[src/rtl/hazard_controller.sv]
// Hazard and forwarding controller for a 5-stage RV32I pipeline.
// Tracks the M/W destination registers internally, selects the execute-stage
// forward sources, raises load-use / memory-wait stalls and branch flushes,
// and watches for a data memory that never becomes ready.
module hazard_controller #(
    parameter int TIMEOUT = 16,
    parameter int CNT_W   = 32
) (
    input  logic             clk,
    input  logic             rst_n,
    input  logic [4:0]       Rs1D,
    input  logic [4:0]       Rs2D,
    input  logic [4:0]       Rs1E,
    input  logic [4:0]       Rs2E,
    input  logic [4:0]       RdE,
    input  logic             RegWriteE,
    input  logic             LoadE,
    input  logic             PCSrcE,
    input  logic             MemAccessM,
    input  logic             MemReadyM,
    output logic [1:0]       ForwardAE,
    output logic [1:0]       ForwardBE,
    output logic             StallF,
    output logic             StallD,
    output logic             StallE,
    output logic             StallM,
    output logic             StallW,
    output logic             FlushD,
    output logic             FlushE,
    output logic             MemErr,
    output logic [CNT_W-1:0] StallCount,
    output logic [CNT_W-1:0] FlushCount
);

    // Watchdog state encoding
    localparam logic [1:0] S_RUN  = 2'd0;
    localparam logic [1:0] S_WAIT = 2'd1;
    localparam logic [1:0] S_ERR  = 2'd2;

    // Last wait-counter value before declaring a timeout (TIMEOUT is 2..255)
    localparam logic [7:0] WAIT_LAST = 8'(TIMEOUT - 1);

    // Forward-mux select codes
    localparam logic [1:0] FWD_RF  = 2'b00;
    localparam logic [1:0] FWD_WB  = 2'b01;
    localparam logic [1:0] FWD_MEM = 2'b10;

    // Scoreboard of in-flight destinations
    logic [4:0]       r_rd_m;
    logic [4:0]       r_rd_w;
    logic             r_regwrite_m;
    logic             r_regwrite_w;

    // Watchdog
    logic [1:0]       r_state;
    logic [7:0]       r_wait_cnt;

    // Performance counters
    logic [CNT_W-1:0] r_stall_cnt;
    logic [CNT_W-1:0] r_flush_cnt;

    // Combinational hazard terms
    logic             w_mem_wait;
    logic             w_err;
    logic             w_mem_stall;
    logic             w_lw_stall;
    logic             w_stall_front;
    logic             w_flush_d;
    logic             w_flush_e;

    // Pick the freshest in-flight producer of rs; x0 is hard-wired to zero
    // and is never forwarded, and the M stage wins over W when both match.
    function automatic logic [1:0] fwd_sel(
        input logic [4:0] rs,
        input logic       regwrite_m,
        input logic [4:0] rd_m,
        input logic       regwrite_w,
        input logic [4:0] rd_w
    );
        logic [1:0] sel;
        sel = FWD_RF;
        if (regwrite_m && (rd_m != 5'd0) && (rd_m == rs)) begin
            sel = FWD_MEM;
        end else if (regwrite_w && (rd_w != 5'd0) && (rd_w == rs)) begin
            sel = FWD_WB;
        end
        return sel;
    endfunction

    // Saturating increment: counters stick at all-ones instead of wrapping
    function automatic logic [CNT_W-1:0] sat_inc(input logic [CNT_W-1:0] v);
        logic [CNT_W-1:0] nxt;
        nxt = v;
        if (!(&v)) begin
            nxt = v + CNT_W'(1);
        end
        return nxt;
    endfunction

    // Memory-wait and error terms feed every stall in the same cycle
    assign w_mem_wait  = MemAccessM & ~MemReadyM;
    assign w_err       = (r_state == S_ERR);
    assign w_mem_stall = w_mem_wait | w_err;

    // Load-use hazard; a taken branch squashes the dependent instruction
    // anyway, so it overrides the stall.
    assign w_lw_stall = LoadE & RegWriteE & (RdE != 5'd0) &
                        ((RdE == Rs1D) | (RdE == Rs2D)) & ~PCSrcE;

    // While memory holds the back end, front-end flushes must wait too,
    // otherwise a squashed instruction would be lost under a frozen pipe.
    assign w_stall_front = w_lw_stall | w_mem_stall;
    assign w_flush_d     = PCSrcE & ~w_mem_stall;
    assign w_flush_e     = (w_lw_stall | PCSrcE) & ~w_mem_stall;

    assign StallF     = w_stall_front;
    assign StallD     = w_stall_front;
    assign StallE     = w_mem_stall;
    assign StallM     = w_mem_stall;
    assign StallW     = w_mem_stall;
    assign FlushD     = w_flush_d;
    assign FlushE     = w_flush_e;
    assign MemErr     = w_err;
    assign StallCount = r_stall_cnt;
    assign FlushCount = r_flush_cnt;

    // Forward-mux selects from the current scoreboard contents
    always_comb begin
        ForwardAE = fwd_sel(Rs1E, r_regwrite_m, r_rd_m, r_regwrite_w, r_rd_w);
        ForwardBE = fwd_sel(Rs2E, r_regwrite_m, r_rd_m, r_regwrite_w, r_rd_w);
    end

    // Scoreboard advances with the pipeline and freezes whenever it is held;
    // an instruction flushed out of E must not be remembered as a writer.
    always_ff @(posedge clk or negedge rst_n) begin
        if (!rst_n) begin
            r_rd_m       <= 5'd0;
            r_rd_w       <= 5'd0;
            r_regwrite_m <= 1'b0;
            r_regwrite_w <= 1'b0;
        end else if (!w_mem_stall) begin
            r_rd_m       <= RdE;
            r_regwrite_m <= RegWriteE & ~w_flush_e;
            r_rd_w       <= r_rd_m;
            r_regwrite_w <= r_regwrite_m;
        end
    end

    // Memory watchdog: counts consecutive not-ready cycles and locks into
    // the error state once the limit is reached.
    always_ff @(posedge clk or negedge rst_n) begin
        if (!rst_n) begin
            r_state    <= S_RUN;
            r_wait_cnt <= 8'd0;
        end else begin
            case (r_state)
                S_RUN: begin
                    if (w_mem_wait) begin
                        r_state    <= S_WAIT;
                        r_wait_cnt <= 8'd1;
                    end
                end
                S_WAIT: begin
                    if (!w_mem_wait) begin
                        r_state    <= S_RUN;
                        r_wait_cnt <= 8'd0;
                    end else if (r_wait_cnt == WAIT_LAST) begin
                        r_state <= S_ERR;
                    end else begin
                        r_wait_cnt <= r_wait_cnt + 8'd1;
                    end
                end
                S_ERR: begin
                    r_state <= S_ERR;
                end
                default: begin
                    r_state    <= S_RUN;
                    r_wait_cnt <= 8'd0;
                end
            endcase
        end
    end

    // Saturating stall/flush performance counters; they keep running in error
    always_ff @(posedge clk or negedge rst_n) begin
        if (!rst_n) begin
            r_stall_cnt <= '0;
            r_flush_cnt <= '0;
        end else begin
            if (w_stall_front) begin
                r_stall_cnt <= sat_inc(r_stall_cnt);
            end
            if (w_flush_e) begin
                r_flush_cnt <= sat_inc(r_flush_cnt);
            end
        end
    end

endmodule

[config.mk]
export PLATFORM = sky130hd
export DESIGN_NAME = hazard_controller
export DESIGN_NICKNAME = d
export VERILOG_FILES = /design/src/rtl/hazard_controller.sv
export SDC_FILE = /design/constraint.sdc
export NUM_CORES = 1
export LEC_CHECK = 0
export CAP_MARGIN = 20
export CORE_UTILIZATION = 54
export DETAILED_ROUTE_END_ITERATION = 7
export PLACE_DENSITY = 0.83
export SLEW_MARGIN = 40
export SYNTH_ARGS = -nofsm -noshare
export SYNTH_HDL_FRONTEND = slang
export SYNTH_SLANG_ARGS = --single-unit
[constraint.sdc]
create_clock -name clk -period 6.9 [get_ports clk]
set_input_delay 1.38 -clock clk [delete_from_list [all_inputs] [get_ports clk]]
set_output_delay 1.38 -clock clk [all_outputs]
set_load 0.005 [all_outputs]
# Yosys cells after proc, flatten, opt, wreduce, memory -nomap -nowiden

Index checks and enable logic that the tools add are counted.

Reduce and logical (&&, ||, !) cells: 16
$add $sub $neg: 3
Bitwise gates (word level): 19
Muxes and demuxes: 12
Equal/unequal tests: 12

Operators with widths:

| kind                                                 | number |
|---|---|
| adder 32 x 1 -> 32 bit (second input constant)       | 2 |
| AND reduction 32 bit                                 | 2 |
| equality test 5 bit                                  | 6 |
| two-way mux 8 bit                                    | 3 |
| one-hot mux 8 bit (3 select lines)                   | 1 |
| nonzero test 5 bit                                   | 3 |
| two-way mux 2 bit                                    | 5 |
| adder 8 x 1 -> 8 bit (second input constant)         | 1 |
| bitwise AND 1 bit                                    | 8 |
| equality test 8 x 4 -> 1 bit (second input constant) | 1 |
| NOT 1 bit                                            | 7 |
| logical AND 1 bit                                    | 6 |
| inequality test 3 bit (second input constant)        | 2 |
| one-hot mux 2 bit (3 select lines)                   | 1 |
| AND reduction 2 bit                                  | 3 |
| OR 1 bit                                             | 4 |
| AND reduction 3 bit                                  | 1 |
| equality test 2 x 1 -> 1 bit (second input constant) | 1 |
| equality test 2 bit (second input constant)          | 1 |
| zero test 2 bit                                      | 1 |
| two-way mux 1 bit                                    | 2 |
| inequality test 2 bit (second input constant)        | 1 |

Input bits: 32
Register bits after elaboration: 86
Logic and storage cells: 70

# Longest topological paths before layout

Gate-level depths: netlist of the first run.

Depth in word-level cells: 8
Depth in mapped cells: 10
Mapped depth without buffers: 7

# Least setup slack after synthesis of the first run

Ideal clock, no wire load.

Kind: in2out
From: input port RdE[1]
To: output port StallF
Arrival time: 2749 ps
Stages: 7
Slack: 2771 ps
Cells stage by stage: or4_1 o211ai_1 nor2_1 a21oi_1 buf_2 inv_1 buf_4

Cells in the longest elaborated chain, start to end: 5

RTL lines:

| element                                                   | line     | source |
|---|---|---|
| start: declaration                                        | 15       | `input logic [4:0] RdE,` |
| equality test 5 bit or nonzero test 5 bit (tied branches) | 108, 107 |  |
| OR 1 bit or bitwise AND 1 bit (tied branches)             | 108, 107 |  |
| bitwise AND 1 bit *                                       | 107      | `assign w_lw_stall = LoadE & RegWriteE & (RdE != 5'd0) &` |
| bitwise AND 1 bit *                                       | 108      | `((RdE == Rs1D) \| (RdE == Rs2D)) & ~PCSrcE;` |
| OR 1 bit *                                                | 112      | `assign w_stall_front = w_lw_stall \| w_mem_stall;` |
| end: declaration                                          | 23       | `output logic StallF,` |

Every way passes the cells marked *; elsewhere a longest branch is shown, timed or not.

# Worst setup path after layout of the first run

From: input port MemReadyM
To: output port StallD

Cells in the longest elaborated chain, start to end: 4

RTL lines:

| element            | line | source |
|---|---|---|
| start: declaration | 20   | `input logic MemReadyM,` |
| NOT 1 bit          | 101  | `assign w_mem_wait = MemAccessM & ~MemReadyM;` |
| bitwise AND 1 bit  | 101  |  |
| OR 1 bit           | 103  | `assign w_mem_stall = w_mem_wait \| w_err;` |
| OR 1 bit           | 112  |  |
| end: declaration   | 24   | `output logic StallD,` |

Every way passes these cells.

==> results.py, run 1 <==
metrics = {
    "run_status": {
        "status": "completed",
    },
    "route": {
        "drc_errors": 0,
        "drt-pass1-iter-count": 4,
        "drt_iter0_markers": 198,
        "ant_nets": 0,
        "wire_per_inst_um": 16.0,
        "finalWirelength_mm": 10.7,
        "detail_route.vias_per_cell": 5.69,
        "via_count": 3804,
    },
    "cts": {
        "insertion_delay_ns": 0.35,
        "postCtsHoldBufs": 0,
        "cts_made_buffers": 9,
        "cts_resized": 0,
        "htree_levels": 3,
        "cts_buffer_depth": 2,
        "cts.sinks": 86,
        "clkTransAtPathRegs_ns": 0.08,
        "cts_tree": "done",
        "post_cts_buffers": 0,
        "cts_root_buf": "clkbuf_8",
    },
    "placed_design": {
        "numPortBuffers": 107,
        "gp_congestion": 0.919,
        "hpwlAfterDp_mm": 7.47,
        "postPlaceCellArea_um2": 5670,
        "placed_cells": 652,
    },
    "power_and_ir_drop": {
        "internal_power_w": 0.000971,
        "power_leakage_nw": 2.46,
        "pwr-share-comb": 0.201,
        "power.share.switching": 0.273,
        "p_per_area_nw_per_um2": 225,
        "p_seq_frac": 0.477,
        "ir_drop_mv": 0.175,
        "p_sw_w": 0.000365,
        "p_clk_frac": 0.322,
    },
    "layout": {
        "diodes": 0,
        "area_growth_pct": 29.5,
        "nets": 593,
        "drive_gt1_frac": 0.0533,
        "final_area_um2": 5920,
        "fin_cells": 668,
        "fin_util": 0.721,
    },
    "setup_path": {
        "reg2reg_depth": 7,
        "cpMaxStageDelayCell": "clkinv_1",
        "crit_cells": 8,
        "worst-path-buf-inv": 5,
        "path_class": "in -> out",
        "max_stage_delay_ns": 0.53,
        "cp-start-kind": "input pin",
        "timing.critical_path.mode_cell": "clkdlybuf4s50_1",
        "endpoint_kind": "output port",
        "crit_family": "buffers and inverters",
        "cp.arrival_ns": 4.20,
        "crit_path_cell_trace": "clkdlybuf4s50_1 -> nand2b_1 -> and2_1 -> clkinv_1 -> a21oi_2 -> buf_4 -> inv_1 -> clkdlybuf4s50_1",
        "path_max_fanout": 29,
        "cp_data_required_time_ns": 5.52,
    },
    "global_routing": {
        "grt_pass1_vias": 3625,
        "grt_overflow_total": 0,
        "grt_pass1_wl_mm": 17.4,
        "track_usage": 0.255,
        "antenna_found_initial": 0,
        "grt_start_max_net_pins": 87,
    },
    "floorplanning": {
        "core_um2": 8220,
        "die_y_um": 94.0,
        "start_util": 0.557,
        "pin_count": 108,
        "die-area_um2": 8840,
        "die_w_um": 94.0,
        "rows": 33,
    },
    "sta": {
        "hold_slack_ns": 0.485,
        "setup_viol": 0,
        "slew_headroom": 0.447,
        "final-max-slew-violation-count": 0,
        "period_share": 0.809,
        "period_needed_ns": 5.58,
        "max_slew.worst_pin.slew_ns": 0.829,
        "fin_tns_setup_ns": 0,
        "hold_viol_final": 0,
        "skew_ns": 0.0157,
        "rsz0062_at_grt": "false",
        "fmax_mhz": 179,
    },
    "logic_synthesis": {
        "ys_types": 48,
        "ys_warn_count": 0,
        "async_flop_share": 1.00,
        "synth_edf_count": 0,
        "synth_area_per_cell_um2": 9.94,
        "synth_cells": 460,
        "synth-seq-cells": 86,
        "syn-num-nets": 495,
        "synth_ff_type": "dfrtp_1",
        "yosysSeqAreaShare": 0.471,
        "synthesis.area_um2": 4570,
    },
    "hold_path": {
        "hold_class": "reg -> reg",
        "holdPathStages": 2,
    },
    "run": {
        "drv_cap": 0,
    },
}
## cell type report
type,count,area [µm²]
Fill cell,596,2290
Multi-Input combinational cell,346,2280
Sequential cell,86,2150
Timing Repair Buffer,108,1080
Clock buffer,11,141
Tap cell,105,131
Clock inverter,5,106
Inverter,7,26.3
## per-layer routing
metal / track usage / wire length (µm) / vias up
met4: 0.0679 / 80 / 0
met1: 0.337 / 4700 / 1889
met5: 0 / 0 / -
li1: - / - / 1806
met2: 0.416 / 5200 / 103
met3: 0.0655 / 724 / 6
## cells by family after synthesis
kind of cell / after synthesis / synth area share
muxes: 3 / 0.00711
and+or+nand+nor: 220 / 0.271
adders and majority gates: 3 / 0.00821
xor gates and xnor gates: 91 / 0.174
AOI/OAI and AO/OA: 29 / 0.0375
DFF: 86 / 0.471
buffers and inverters: 28 / 0.0309
## state kept, by name, summed over array words and instances (netlist names)
register / count
FlushCount: 32
StallCount: 32
r_wait_cnt: 8
r_rd_m: 5
r_rd_w: 5
r_state: 2
r_regwrite_m: 1
r_regwrite_w: 1
## worst paths after layout
path / start / end / slack (ns)
max: MemReadyM / StallD / 1.32
min: r_regwrite_w / r_regwrite_w / 0.48
max reg2reg: r_state[0] / FlushCount[15] / 3.64
min reg2reg: r_regwrite_w / r_regwrite_w / 0.48
max in group asynchronous: rst_n / FlushCount[5] / 5.36
min in group asynchronous: rst_n / StallCount[26] / 1.05
## synthesized netlist by cell type, types with 2 or more instances
cell type	count	area [µm²]
nor3b_1	2	15.0
nor2_1	14	52.6
inv_1	6	22.5
o21ai_0	12	60.1
xor2_1	43	377
clkbuf_1	7	26.3
nor4_2	2	25.0
buf_2	5	25.0
a21oi_1	6	30.0
nand2_1	60	225
nor4_1	12	75.1
and3_1	18	113
and2_1	9	56.3
buf_4	6	45.0
nand2b_1	4	25.0
nand3_1	31	155
o22ai_1	2	12.5
ha_1	3	37.5
or4_1	6	45.0
and4_1	8	70.1
nand4_1	22	138
nor3_1	15	75.1
mux2_2	2	22.5
nor4_4	2	42.5
xnor2_1	48	420
dfrtp_1	86	2150
buf_1	2	7.51
nor4b_1	4	35.0
o31ai_1	3	22.5
or2_2	2	12.5
## worst reg2reg max path, stage by stage, from the launching register on
cell      delay [ns]
dfrtp_1         0.49
nand2b_1        0.18
and2_1          0.43
clkinv_1        0.53
a21oi_1         0.25
o211a_1         0.72
nand3_1         0.30
xnor2_1         0.25
## through the flow
step,power (W),worst slack (ns)
finish,0.00134,1.32
global placement,0.000901,1.47
floorplan,0.000748,2.77
detailed placement,0.000912,1.34
global route,0.00140,1.10
CTS,0.00135,1.31
## power by group through the flow
stage / clock, W / combinational [W] / sequential [W]
6_report: 0.000430 / 0.000268 / 0.000637
5_1_grt: 0.000461 / 0.000294 / 0.000647
4_1_cts: 0.000438 / 0.000271 / 0.000636
3_5_place_dp: 0 / 0.000268 / 0.000645
3_3_place_gp: 0 / 0.000260 / 0.000641
2_1_floorplan: 0 / 0.000114 / 0.000634
## cells in the final DEF (no fill, tap or decap), types with 2 or more instances in the layout
cell type / n
nor2_1: 14
nor4b_1: 4
o21ai_0: 12
and4_1: 8
xor2_1: 43
dfrtp_1: 86
clkbuf_8: 11
clkdlybuf4s50_1: 106
and3_1: 18
bufinv_16: 3
nand2b_1: 4
nor4_4: 2
a21oi_1: 5
nor4_2: 2
nor3b_1: 2
nand2_1: 60
mux2_2: 2
xnor2_1: 48
nand3_1: 31
ha_1: 3
inv_1: 6
o22ai_1: 2
or4_1: 6
nor4_1: 12
nand4_1: 22
nor3_1: 15
and2_1: 9
o31ai_1: 3
or2_2: 2
Power figures use the tool's default switching activity.
==> run 2, diff against run 1 <==
Settings changed: CORE_UTILIZATION 54 to 45, PLACE_DENSITY 0.83 to 0.73.
Clock period 6.9 ns to 4.7 ns, I/O delays scaled along.
==> run 2 against run 1 <==
Net effect:
- non-clock buffer count increased by 3
- clock power increased by 8.6%
- clock skew about the same
- total power increased by 34%
- critical path type unchanged
- largest cell class unchanged
==> results.py, run 2 (synthesized netlist as in run 1, its figures left out) <==
metrics = {
    "layout": {
        "final_common_cell": "clkdlybuf4s50_1",
        "fin_cells": 699,
        "area_growth_pct": 29.1,
        "fill_cells": 857,
        "diodes": 0,
        "drive_gt1_frac": 0.0583,
        "mostFrequentLayoutCells": "clkdlybuf4s50_1 (106), dfrtp_1 (86), nand2_1 (60)",
        "nets": 596,
        "regArea_um2": 2150,
        "multi_input_area_um2": 2290,
    },
    "cts": {
        "post_cts_buffers": 0,
        "cts_root_buf": "clkbuf_8",
        "cts_tree": "done",
        "clkTransAtPathRegs_ns": 0.09,
        "cts.sinks": 86,
        "postCtsHoldBufs": 0,
        "insertion_delay_ns": 0.36,
        "cts_buffer_depth": 2,
        "cts_made_buffers": 9,
        "htree_levels": 3,
        "cts_resized": 0,
    },
    "route": {
        "met1Wirelength_mm": 5.10,
        "drt_iter0_markers": 188,
        "wl_met2_mm": 5.23,
        "ant_nets": 0,
        "drt-pass1-iter-count": 4,
        "wl_met3_um": 603,
        "wire_per_inst_um": 15.8,
        "via_count": 3726,
        "highest_layer": "met4",
        "finalWirelength_mm": 11.0,
        "drc_errors": 0,
        "detail_route.vias_per_cell": 5.33,
    },
    "sta": {
        "fin_tns_setup_ns": 0,
        "fmax_mhz": 244,
        "period_share": 0.873,
        "final-max-slew-violation-count": 0,
        "period_needed_ns": 4.10,
        "rsz0062_at_grt": "false",
        "max_slew.worst_pin.slew_ns": 0.826,
        "setup_viol": 0,
        "slew_headroom": 0.444,
        "fin_ws_ns": 0.596,
        "hold_viol_final": 0,
        "skew_ns": 0.0155,
    },
    "power_and_ir_drop": {
        "ir_drop_mv": 0.263,
        "p_per_area_nw_per_um2": 304,
        "finalPower_w": 0.00180,
        "power_leakage_nw": 2.42,
    },
    "global_routing": {
        "antenna_found_initial": 0,
        "track_usage": 0.218,
        "grt_overflow_total": 0,
        "grt_pass1_vias": 3616,
        "grt_pass1_wl_mm": 17.7,
        "grt_start_max_net_pins": 46,
    },
    "placed_design": {
        "placed_cells": 683,
        "hpwlAfterDp_mm": 8.04,
        "dp_slack_ns": 0.616,
        "gp_congestion": 0.845,
        "numPortBuffers": 107,
    },
    "run_status": {
        "status": "completed",
    },
    "setup_path": {
        "cp.arrival_ns": 3.16,
        "crit_family": "buffers and inverters",
        "worst-path-buf-inv": 3,
        "timing.critical_path.mode_cell": "clkdlybuf4s50_1",
        "endpoint_kind": "output port",
        "path_class": "in -> out",
        "max_stage_delay_ns": 0.54,
        "cp-start-kind": "input pin",
        "cp_data_required_time_ns": 3.76,
        "cpMaxStageDelayCell": "or4_1",
        "crit_path_cell_trace": "clkdlybuf4s50_1 -> or4_1 -> o211ai_1 -> nor2_1 -> a21oi_2 -> inv_1 -> clkdlybuf4s50_1",
        "path_max_fanout": 5,
    },
    "hold_path": {
        "hold_class": "reg -> reg",
    },
    "floorplanning": {
        "core_um2": 9820,
        "die_y_um": 103,
        "die_w_um": 103,
        "rows": 36,
        "pin_count": 108,
        "start_util": 0.466,
        "die-area_um2": 10600,
    },
    "run": {
        "drv_cap": 0,
    },
}
==> run 2: stage by stage <==
step	utilization	hold WS, ns	cell area [µm²]
floorplan	-	0.438	4570
global placement	0.583	0.462	5730
detailed placement	0.583	0.470	5730
CTS	0.600	0.485	5900
global route	0.601	0.499	5900
finish	0.601	0.487	5900
==> run 2: final timing paths <==
kind                            slack, ns       endpoint  depth (start not counted)           from
worst max-delay path                 0.60         StallF                          7         RdE[1]
worst min-delay path                 0.49  r_wait_cnt[7]                          1  r_wait_cnt[7]
worst max register to register       2.00  StallCount[1]                          7  StallCount[0]
worst min register to register       0.49  r_wait_cnt[7]                          1  r_wait_cnt[7]
max in group asynchronous            3.15  FlushCount[5]                          2          rst_n
min in group asynchronous            0.57  FlushCount[1]                          1          rst_n
==> run 2: power by group <==
part	internal (W)	switching (W)	total (W)
Combinational	0.000237	0.000156	0.000394
Clock	0.000207	0.000261	0.000467
Sequential	0.000821	0.000114	0.000935
==> run 2: layer usage <==
metal | up-vias | GRT usage
met5 | - | 0
met4 | 0 | 0.0802
met3 | 11 | 0.0400
met2 | 88 | 0.343
met1 | 1823 | 0.302
li1 | 1804 | -
==> run 2: layout make-up <==
cell class / count / share of cell area
multi-input cells: 346 / 0.388
well taps: 133 / 0.0282
flip-flops and latches: 86 / 0.365
clock buffers: 13 / 0.0252
repair buffers: 111 / 0.186
clock inverters: 3 / 0.00339
inverters: 7 / 0.00445
